### src/rtl/vga_layer_arbiter_pkg.sv
// Shared types for the VGA layer arbiter: chain pixel struct, 4/4/4 colour, FSM states.
// Helper multi_hot() flags two or more set bits (layer overlap).
package vga_layer_arbiter_pkg;

    localparam int unsigned MAX_LAYERS = 8;
    localparam int unsigned COORD_W    = 11;

    typedef struct packed {
        logic [3:0] red;
        logic [3:0] green;
        logic [3:0] blue;
    } rgb12_t;

    typedef struct packed {
        logic [COORD_W-1:0] pxl_x;
        logic [COORD_W-1:0] pxl_y;
        logic [3:0]         red;
        logic [3:0]         green;
        logic [3:0]         blue;
        logic               en;
    } vga_pixel_t;

    typedef struct packed {
        vga_pixel_t t;
    } vga_t;

    typedef enum logic [1:0] {
        WAIT,
        ACTIVE,
        PUBLISH
    } arb_state_e;

    // v & (v-1) clears the lowest set bit; anything left means >= 2 bits set.
    function automatic logic multi_hot(input logic [MAX_LAYERS-1:0] v);
        logic [MAX_LAYERS-1:0] one;
        one = {{(MAX_LAYERS-1){1'b0}}, 1'b1};
        return (v & (v - one)) != '0;
    endfunction

endpackage

### src/rtl/vga_layer_arbiter_prio_enc.sv
// Combinational lowest-index priority encoder: one-hot grant plus any-request flag.
// Shared with the other chain mixers.
module vga_layer_arbiter_prio_enc #(
    parameter int unsigned N = 4
) (
    input  logic [N-1:0] req,
    output logic [N-1:0] sel,
    output logic         any
);

    logic found;

    always_comb begin
        sel   = '0;
        found = 1'b0;
        for (int unsigned i = 0; i < N; i++) begin
            if (req[i] && !found) begin
                sel[i] = 1'b1;
                found  = 1'b1;
            end
        end
    end

    assign any = |req;

endmodule

### src/rtl/vga_layer_arbiter.sv
// Per-pixel layer arbiter for the VGA chain: highest-priority masked layer wins the colour slot.
// Define LAYER_COLLISION_EN to build the per-frame collision accumulator and valid/ack handshake.
module vga_layer_arbiter
    import vga_layer_arbiter_pkg::*;
#(
    parameter int unsigned N_LAYERS = 4,
    parameter int unsigned WIDTH    = 640,
    parameter int unsigned HEIGHT   = 480
) (
    input  logic                  clk,
    input  logic                  resetN,
    input  vga_t                  vga_chain_in,
    output vga_t                  vga_chain_out,
    input  logic [N_LAYERS-1:0]   layer_en,
    input  rgb12_t [N_LAYERS-1:0] layer_rgb,
    input  logic [N_LAYERS-1:0]   layer_mask,
    output logic                  frame_start,
    output logic [N_LAYERS-1:0]   coll_flags,
    output logic                  coll_valid,
    output logic                  coll_overrun,
    input  logic                  coll_ack
);

    localparam logic [COORD_W-1:0] X_END  = COORD_W'(WIDTH);
    localparam logic [COORD_W-1:0] Y_END  = COORD_W'(HEIGHT);

    arb_state_e          state_q;
    logic [N_LAYERS-1:0] active_mask;
    logic [N_LAYERS-1:0] mask_eff;
    logic [N_LAYERS-1:0] req;
    logic [N_LAYERS-1:0] sel;
    logic                any;
    logic                frame_start_pix;
    logic                visible;
    logic [11:0]         win_rgb;
    vga_pixel_t          pix_d;

    assign frame_start_pix = (vga_chain_in.t.pxl_x == '0) && (vga_chain_in.t.pxl_y == '0);
    assign visible         = (vga_chain_in.t.pxl_x < X_END) && (vga_chain_in.t.pxl_y < Y_END);

    // The frame-start pixel already uses the freshly sampled mask.
    assign mask_eff = frame_start_pix ? layer_mask : active_mask;
    assign req      = layer_en & mask_eff & {N_LAYERS{visible}};

    vga_layer_arbiter_prio_enc #(
        .N (N_LAYERS)
    ) u_prio_enc (
        .req (req),
        .sel (sel),
        .any (any)
    );

    always_comb begin
        win_rgb = '0;
        for (int unsigned i = 0; i < N_LAYERS; i++) begin
            if (sel[i]) win_rgb = win_rgb | layer_rgb[i];
        end
    end

    always_comb begin
        pix_d = vga_chain_in.t;
        if (any) begin
            pix_d.red   = win_rgb[11:8];
            pix_d.green = win_rgb[7:4];
            pix_d.blue  = win_rgb[3:0];
            pix_d.en    = 1'b1;
        end
    end

    always_ff @(posedge clk or negedge resetN) begin
        if (!resetN) begin
            vga_chain_out <= '0;
            frame_start   <= 1'b0;
        end else begin
            vga_chain_out.t <= pix_d;
            frame_start     <= frame_start_pix;
        end
    end

`ifdef LAYER_COLLISION_EN
    localparam logic [COORD_W-1:0] X_LAST = COORD_W'(WIDTH - 1);
    localparam logic [COORD_W-1:0] Y_LAST = COORD_W'(HEIGHT - 1);

    logic                  frame_end_pix;
    logic [MAX_LAYERS-1:0] req_ext;
    logic [N_LAYERS-1:0]   coll_here;
    logic [N_LAYERS-1:0]   acc_q;

    assign frame_end_pix = (vga_chain_in.t.pxl_x == X_LAST) && (vga_chain_in.t.pxl_y == Y_LAST);

    always_comb begin
        req_ext               = '0;
        req_ext[N_LAYERS-1:0] = req;
    end

    // Blanking pixels have req forced to 0, so they never contribute.
    assign coll_here = multi_hot(req_ext) ? req : '0;

    always_ff @(posedge clk or negedge resetN) begin
        if (!resetN) begin
            state_q      <= WAIT;
            active_mask  <= '1;
            acc_q        <= '0;
            coll_flags   <= '0;
            coll_valid   <= 1'b0;
            coll_overrun <= 1'b0;
        end else begin
            if (frame_start_pix) active_mask <= layer_mask;

            unique case (state_q)
                WAIT: begin
                    if (frame_start_pix) begin
                        state_q <= ACTIVE;
                        acc_q   <= coll_here;
                    end
                end
                ACTIVE: begin
                    if (frame_start_pix) begin
                        acc_q <= coll_here;
                    end else begin
                        acc_q <= acc_q | coll_here;
                        if (frame_end_pix) state_q <= PUBLISH;
                    end
                end
                PUBLISH: begin
                    state_q <= frame_start_pix ? ACTIVE : WAIT;
                    if (frame_start_pix) acc_q <= coll_here;
                end
                default: state_q <= WAIT;
            endcase

            // A publish coinciding with an ack keeps the new data and counts as consumed.
            if (state_q == PUBLISH) begin
                coll_flags <= acc_q;
                coll_valid <= 1'b1;
                if (coll_valid && coll_ack) begin
                    coll_overrun <= 1'b0;
                end else if (coll_valid) begin
                    coll_overrun <= 1'b1;
                end
            end else if (coll_ack && coll_valid) begin
                coll_valid   <= 1'b0;
                coll_overrun <= 1'b0;
            end
        end
    end
`else
    logic unused_ack;

    assign unused_ack   = coll_ack;
    assign coll_flags   = '0;
    assign coll_valid   = 1'b0;
    assign coll_overrun = 1'b0;

    always_ff @(posedge clk or negedge resetN) begin
        if (!resetN) begin
            state_q     <= WAIT;
            active_mask <= '1;
        end else begin
            if (frame_start_pix) active_mask <= layer_mask;
            unique case (state_q)
                WAIT:    if (frame_start_pix) state_q <= ACTIVE;
                default: state_q <= ACTIVE;
            endcase
        end
    end
`endif

endmodule

### config.mk
export PLATFORM = sky130hd
export DESIGN_NAME = vga_layer_arbiter
export DESIGN_NICKNAME = d
export VERILOG_FILES = /design/src/rtl/vga_layer_arbiter_pkg.sv /design/src/rtl/vga_layer_arbiter_prio_enc.sv /design/src/rtl/vga_layer_arbiter.sv
export SDC_FILE = /design/constraint.sdc
export NUM_CORES = 1
export LEC_CHECK = 0
export ABC_CLOCK_PERIOD_IN_PS = 2100
export BUFFER_PORTS_ARGS = -buffer_cell sky130_fd_sc_hd__buf_2
export CAP_MARGIN = 15
export CELL_PAD_IN_SITES_DETAIL_PLACEMENT = 1
export CELL_PAD_IN_SITES_GLOBAL_PLACEMENT = 2
export CORE_MARGIN = 3
export CORE_UTILIZATION = 23
export DETAILED_ROUTE_END_ITERATION = 8
export PLACE_DENSITY = 0.82
export SLEW_MARGIN = 20
export SYNTH_ARGS = -nofsm -noshare
export SYNTH_HDL_FRONTEND = slang
export SYNTH_SLANG_ARGS = --single-unit
### constraint.sdc
create_clock -name clk -period 2.1 [get_ports clk]
set_input_delay 0.42 -clock clk [delete_from_list [all_inputs] [get_ports clk]]
set_output_delay 0.42 -clock clk [all_outputs]
set_load 0.05 [all_outputs]
## Yosys cells after proc, flatten, opt, wreduce, memory -nomap -nowiden

Cells that the tools add are included.
Widths: inputs -> output; s select.

- Register bits after elaboration: 40

- Bitwise operators: 5
- Magnitude comparators: 2
- Multiplexer cells: 12
- Reduce and logical (&&, ||, !) cells: 11

Operators by type and width:

| kind | number |
|---|---|
| $mux 12 | 4 |
| $or 12x12->12 | 3 |
| $logic_not 11->1 | 2 |
| $mux 13 | 1 |
| $lt 11x10->1 const B | 1 |
| $lt 11x9->1 const B | 1 |
| $and 4x4->4 | 2 |
| $mux 1 | 6 |
| $logic_and 1x1->1 | 5 |
| $mux 4 | 1 |
| $reduce_or 4->1 | 1 |
| $logic_not 1->1 | 3 |

## Longest topological paths before layout

- Depth after elaboration: 17
- Depth in mapped cells: 8
- Mapped depth without buffers: 7

## By module

From an unflattened synthesis, not the netlist that was laid out.

- Cell total of the unflattened synthesis: 137
- Area total of the unflattened synthesis: 1,639.1 um^2

Modules (own cells, without submodules):

| module | area each (um^2) | cells each | times used | seq. area each (um^2) |
|---|---|---|---|---|
| vga_layer_arbiter | 1,601.5 | 132 | 1 | 1,006.0 |
| vga_layer_arbiter_prio_enc | 37.5 | 5 | 1 | 0.0 |

## Worst setup path before layout

No wires, ideal clock.

- Kind: in2reg
- From: input vga_chain_in[19] (netlist bit)
- To: register vga_chain_out[10] (netlist bit)
- Stages: 8
- Setup time: 0.132 ns
- Slack: -0.192 ns
- Required time: 1.968 ns
- Path buffers: 1
- Arrival: 2.160 ns
- Cell sequence: nor4_2 > nand4_2 > nor2_8 > mux2_4 > and3_2 > buf_4 > a221oi_2 > a22oi_2

RTL lines:

| element | RTL line | text |
|---|---|---|
| start, declared | vga_layer_arbiter.sv:12 | `input vga_t vga_chain_in,` |
| end, declared | vga_layer_arbiter.sv:13 | `output vga_t vga_chain_out,` |

==> key figures <==
Floorplanning
  – Full die area: approximately 9600 µm²
  – # rows: 32
  – Die H: around 98 µm
  – I/O pin total: about 140
  – Core Footprint: around 8000 µm²
  – Starting Density: 24.45%
  – Die W: between 90 and 100 µm

Clock tree
  – Worst-path clk slew: about 0.080 ns
  – CTS buffer count: 5
  – Post-CTS Hold Buffers: 0
  – Max Root-Sink Buffers: 2
  – H-tree Lvls: 2
  – CTS tree: done
  – CTS Root Cell: clkbuf_8
  – CTS sink cnt: 40
  – Clock Latency Late Sink: between 0.2 and 0.3 ns

Pwr
  – PD cells: between 600 and 700 nW/µm²
  – Combinational power share: 20.0%
  – Switching part of the total: between 20 and 30%
  – Clk pwr share: 36.3%
  – Sequential power share: 43.8%
  – Leak pwr: 0.001554 µW
  – Power Internal: around 1300 µW
  – Sw power: ~540 µW
  – VDD IR max: ~0.36 mV

STA
  – Fmax: 0.4626 GHz
  – RSZ-0062 raised after global routing: true
  – Tightest Pin Transition: 0.5250 ns
  – Slew margin rel.: roughly two thirds
  – Setup Skew: 0.001632 ns
  – Final hold vios: 0
  – Final min period: roughly 2.2 ns
  – Fin worst setup slack: -0.06147 ns
  – Slew Limit Fails: 0
  – Final setup fails: 8
  – Hold slack: ~0.19 ns
  – Fin crit share: 102.9%

Setup path
  – Slowest cell on crit path: and4b_4
  – Critical Path Most Common Cell: buf_6
  – Setup slack, reg-to-reg: between 0.3 and 0.4 ns
  – Crit path capture type: register
  – Worst r2r src: active_mask[0]$_DFF_PN1_
  – Crit-path cells: buf_6 -> nor4_4 -> nand4_2 -> nor2_8 -> buf_6 -> mux2i_4 -> and4b_4 -> a221oi_1 -> a22oi_1
  – CP Class: in -> reg
  – R2R Path End: vga_chain_out[12]$_DFF_PN0_
  – CP Launch Type: input pin
  – R2R depth: 6
  – Worst-path fanout max: 6
  – Worst Path Arrival: about 2.3 ns
  – Max incr delay on CP: roughly 0.3 ns
  – WP data required: approximately 2.3 ns

GRT
  – Largest net degree at the start of global routing: 41
  – Total global routing overflow: 0
  – Vias in the first global route: 2,068
  – All-Layer GR Usage: around 15%
  – Initial antenna violation count: 2
  – Global-route wire length before repair: approximately 11 mm

Detailed routing
  – DR pass1 iterations: 4
  – Final ANT Viol Nets: 0
  – Detailed Route WL: around 7.4 mm
  – Initial DRC Count: 40
  – Vias: 1,859
  – Routed len/inst: between 15 and 20 µm
  – Via density: 4.556
  – Drt drc: 0

Synth
  – Flops & latches, synth: 40
  – Total number of yosys warnings: 0
  – Unique masters post-synth: 34
  – Synth Area in XOR/XNOR: 0%
  – Synth Area in Compound Gates: a little over a fifth
  – Cells after synthesis: 150
  – Largest family of logic cells by synthesized area: compound AO/OA/AOI/OAI gates
  – Mux contribution to synthesized area: about 5.3%
  – Synth Area per Inst: between 10 and 15 µm²
  – Mapped cell area: about 1900 µm²
  – Adder-cell area share of the yosys netlist: 0%
  – Simple-Gate Fraction of Synth Area: approximately 13%
  – Seq/Total Area, Yosys: slightly above 50%

Place
  – Port bufs: about 130
  – Pre-CTS setup slack: -0.4260 ns
  – Final HPWL from detailed placement: 5.553 mm
  – Placed Cells incl. Taps: around 390
  – Gpl congestion: about 0.70

Finish
  – Syn-to-layout area delta: 58.12%
  – Layout cells sized above 1: 68.65%
  – Multi-input logic area: between 900 and 1000 µm²
  – Count of nets after finishing: around 400
  – Fin util: between 30 and 40%
  – Sequential Area: ~1000 µm²
  – # fillers: between 900 and 1,000
  – Non-filler instance count after layout: roughly 410

Min path
  – Worst hold path type: in -> async

Flow run
  – Max cap viols: 0

Status
  – Failing checks: setup timing
  – Run status: finished with violations
==> sequential cells by signal (all words and copies together), names as in the netlist <==
| signal | cells |
|---|---|
| active_mask | 4 |
| frame_start | 1 |
| vga_chain_out | 35 |
==> worst max path at each step <==
stage	slack [ns]	start	endpoint	cells past startpoint
after global routing	-0.09	vga_chain_in[20]	vga_chain_out[6]$_DFF_PN0_	9
after detailed placement	-0.43	vga_chain_in[31]	vga_chain_out[11]$_DFF_PN0_	8
after CTS	-0.008	vga_chain_in[20]	vga_chain_out[1]$_DFF_PN0_	9
final	-0.06	vga_chain_in[20]	vga_chain_out[12]$_DFF_PN0_	9
after floorplan	-0.06	vga_chain_in[28]	vga_chain_out[10]$_DFF_PN0_	8
after global placement	-0.33	vga_chain_in[31]	vga_chain_out[11]$_DFF_PN0_	8
==> layout make-up <==
class	instances	area share, %
diodes	3	0.2437
clock buffers	6	2.681
clock inverters	2	1.259
inverters	12	1.462
multi-input cells	91	29.77
flip-flops and latches	40	32.66
well taps	102	4.143
repair buffers	152	27.78
==> layout by cell type, fill, tap and decap left out, types with 2 or more instances in the layout <==
master / count
a221oi_2: 9
a221oi_4: 2
a22oi_2: 11
and3_1: 13
and3_4: 2
buf_2: 125
buf_4: 22
buf_6: 4
clkbuf_8: 6
conb_1: 6
dfrtp_1: 36
dfstp_2: 4
diode_2: 3
inv_1: 12
mux2_2: 2
mux2_4: 4
nand2_1: 4
nand3_1: 3
nor2_1: 2
nor4_4: 3
o211ai_1: 12
o21ai_1: 2
==> logic make-up (layout without fill, tap and decap cells) <==
kind of cell	Yosys count	in the layout
flip-flops	40	40
buffers and inverters	26	172
other	1	9
AO/OA/AOI/OAI	38	38
AND/OR/NAND/NOR	37	39
multiplexers	8	8
==> Yosys cell counts <==
| cell type | count | area, µm² |
|---|---|---|
| nand3_1 | 3 | 15.01 |
| clkbuf_1 | 2 | 7.510 |
| a221oi_1 | 2 | 17.52 |
| conb_1 | 1 | 3.750 |
| mux2_4 | 4 | 60.06 |
| nor4_2 | 2 | 25.02 |
| inv_1 | 12 | 45.04 |
| buf_4 | 7 | 52.55 |
| nand4_2 | 1 | 12.51 |
| nand2_1 | 5 | 18.77 |
| and4b_4 | 1 | 13.76 |
| and3_1 | 13 | 81.33 |
| nor3_1 | 1 | 5.000 |
| o21ai_0 | 1 | 5.000 |
| a221oi_2 | 10 | 150.1 |
| and3_2 | 1 | 7.510 |
| o211ai_1 | 12 | 90.09 |
| mux2i_1 | 2 | 20.02 |
| nor2_8 | 1 | 20.02 |
| o21ai_1 | 1 | 5.000 |
| buf_2 | 3 | 15.01 |
| nor2_1 | 2 | 7.510 |
| dfrtp_1 | 36 | 900.9 |
| nor3_2 | 1 | 10.01 |
| nand3_2 | 1 | 10.01 |
| dfstp_2 | 4 | 105.1 |
| a22oi_1 | 1 | 7.510 |
| nand2b_1 | 1 | 6.260 |
| and3_4 | 1 | 11.26 |
| nand4_1 | 1 | 6.260 |
| a22oi_2 | 11 | 137.6 |
| buf_12 | 2 | 40.04 |
| nor4_1 | 2 | 12.51 |
| mux2_2 | 2 | 22.52 |
==> layer usage <==
metal	track usage (%)	routed length (µm)	vias up
met5	0	0	-
met4	5.218	190	0
met3	3.000	397	14
met2	26.75	4019	71
met1	16.81	2775	906
li1	-	-	868
==> power groups by stage <==
| stage | clock, µW | combinational [µW] | sequential [µW] |
|---|---|---|---|
| after floorplan | 0 | 59.3 | 953 |
| after global placement | 0 | 353 | 825 |
| after detailed placement | 0 | 359 | 828 |
| after CTS | 693 | 370 | 813 |
| after global routing | 734 | 393 | 816 |
| final | 673 | 370 | 812 |
==> critical path, delay by kind of cell <==
| family | cells | cell delay, ns |
|---|---|---|
| buffers and inverters | 2 | 0.23 |
| AOI/OAI and AO/OA | 2 | 0.41 |
| muxes | 1 | 0.26 |
| and+or+nand+nor | 4 | 1.00 |
==> stage by stage <==
step / instance area [µm²] / power [µW] / TNS [ns]
after floorplan: 1992 / 1013 / -0.6267
after global placement: 2826 / 1178 / -3.829
after detailed placement: 2826 / 1186 / -4.900
after CTS: 3003 / 1875 / -0.008141
after global routing: 3080 / 1943 / -0.8266
final: 3080 / 1855 / -0.2019
==> repair_timing <==
| action | CTS | global route |
|---|---|---|
| setup endpoints to repair | 13 | 12 |
| resized for setup | 12 | 7 |
| buffers inserted | 0 | 1 |
| pin swaps | 5 | 3 |
| gates cloned | 1 | 1 |
Note: power is estimated with default switching activity, not from simulation.
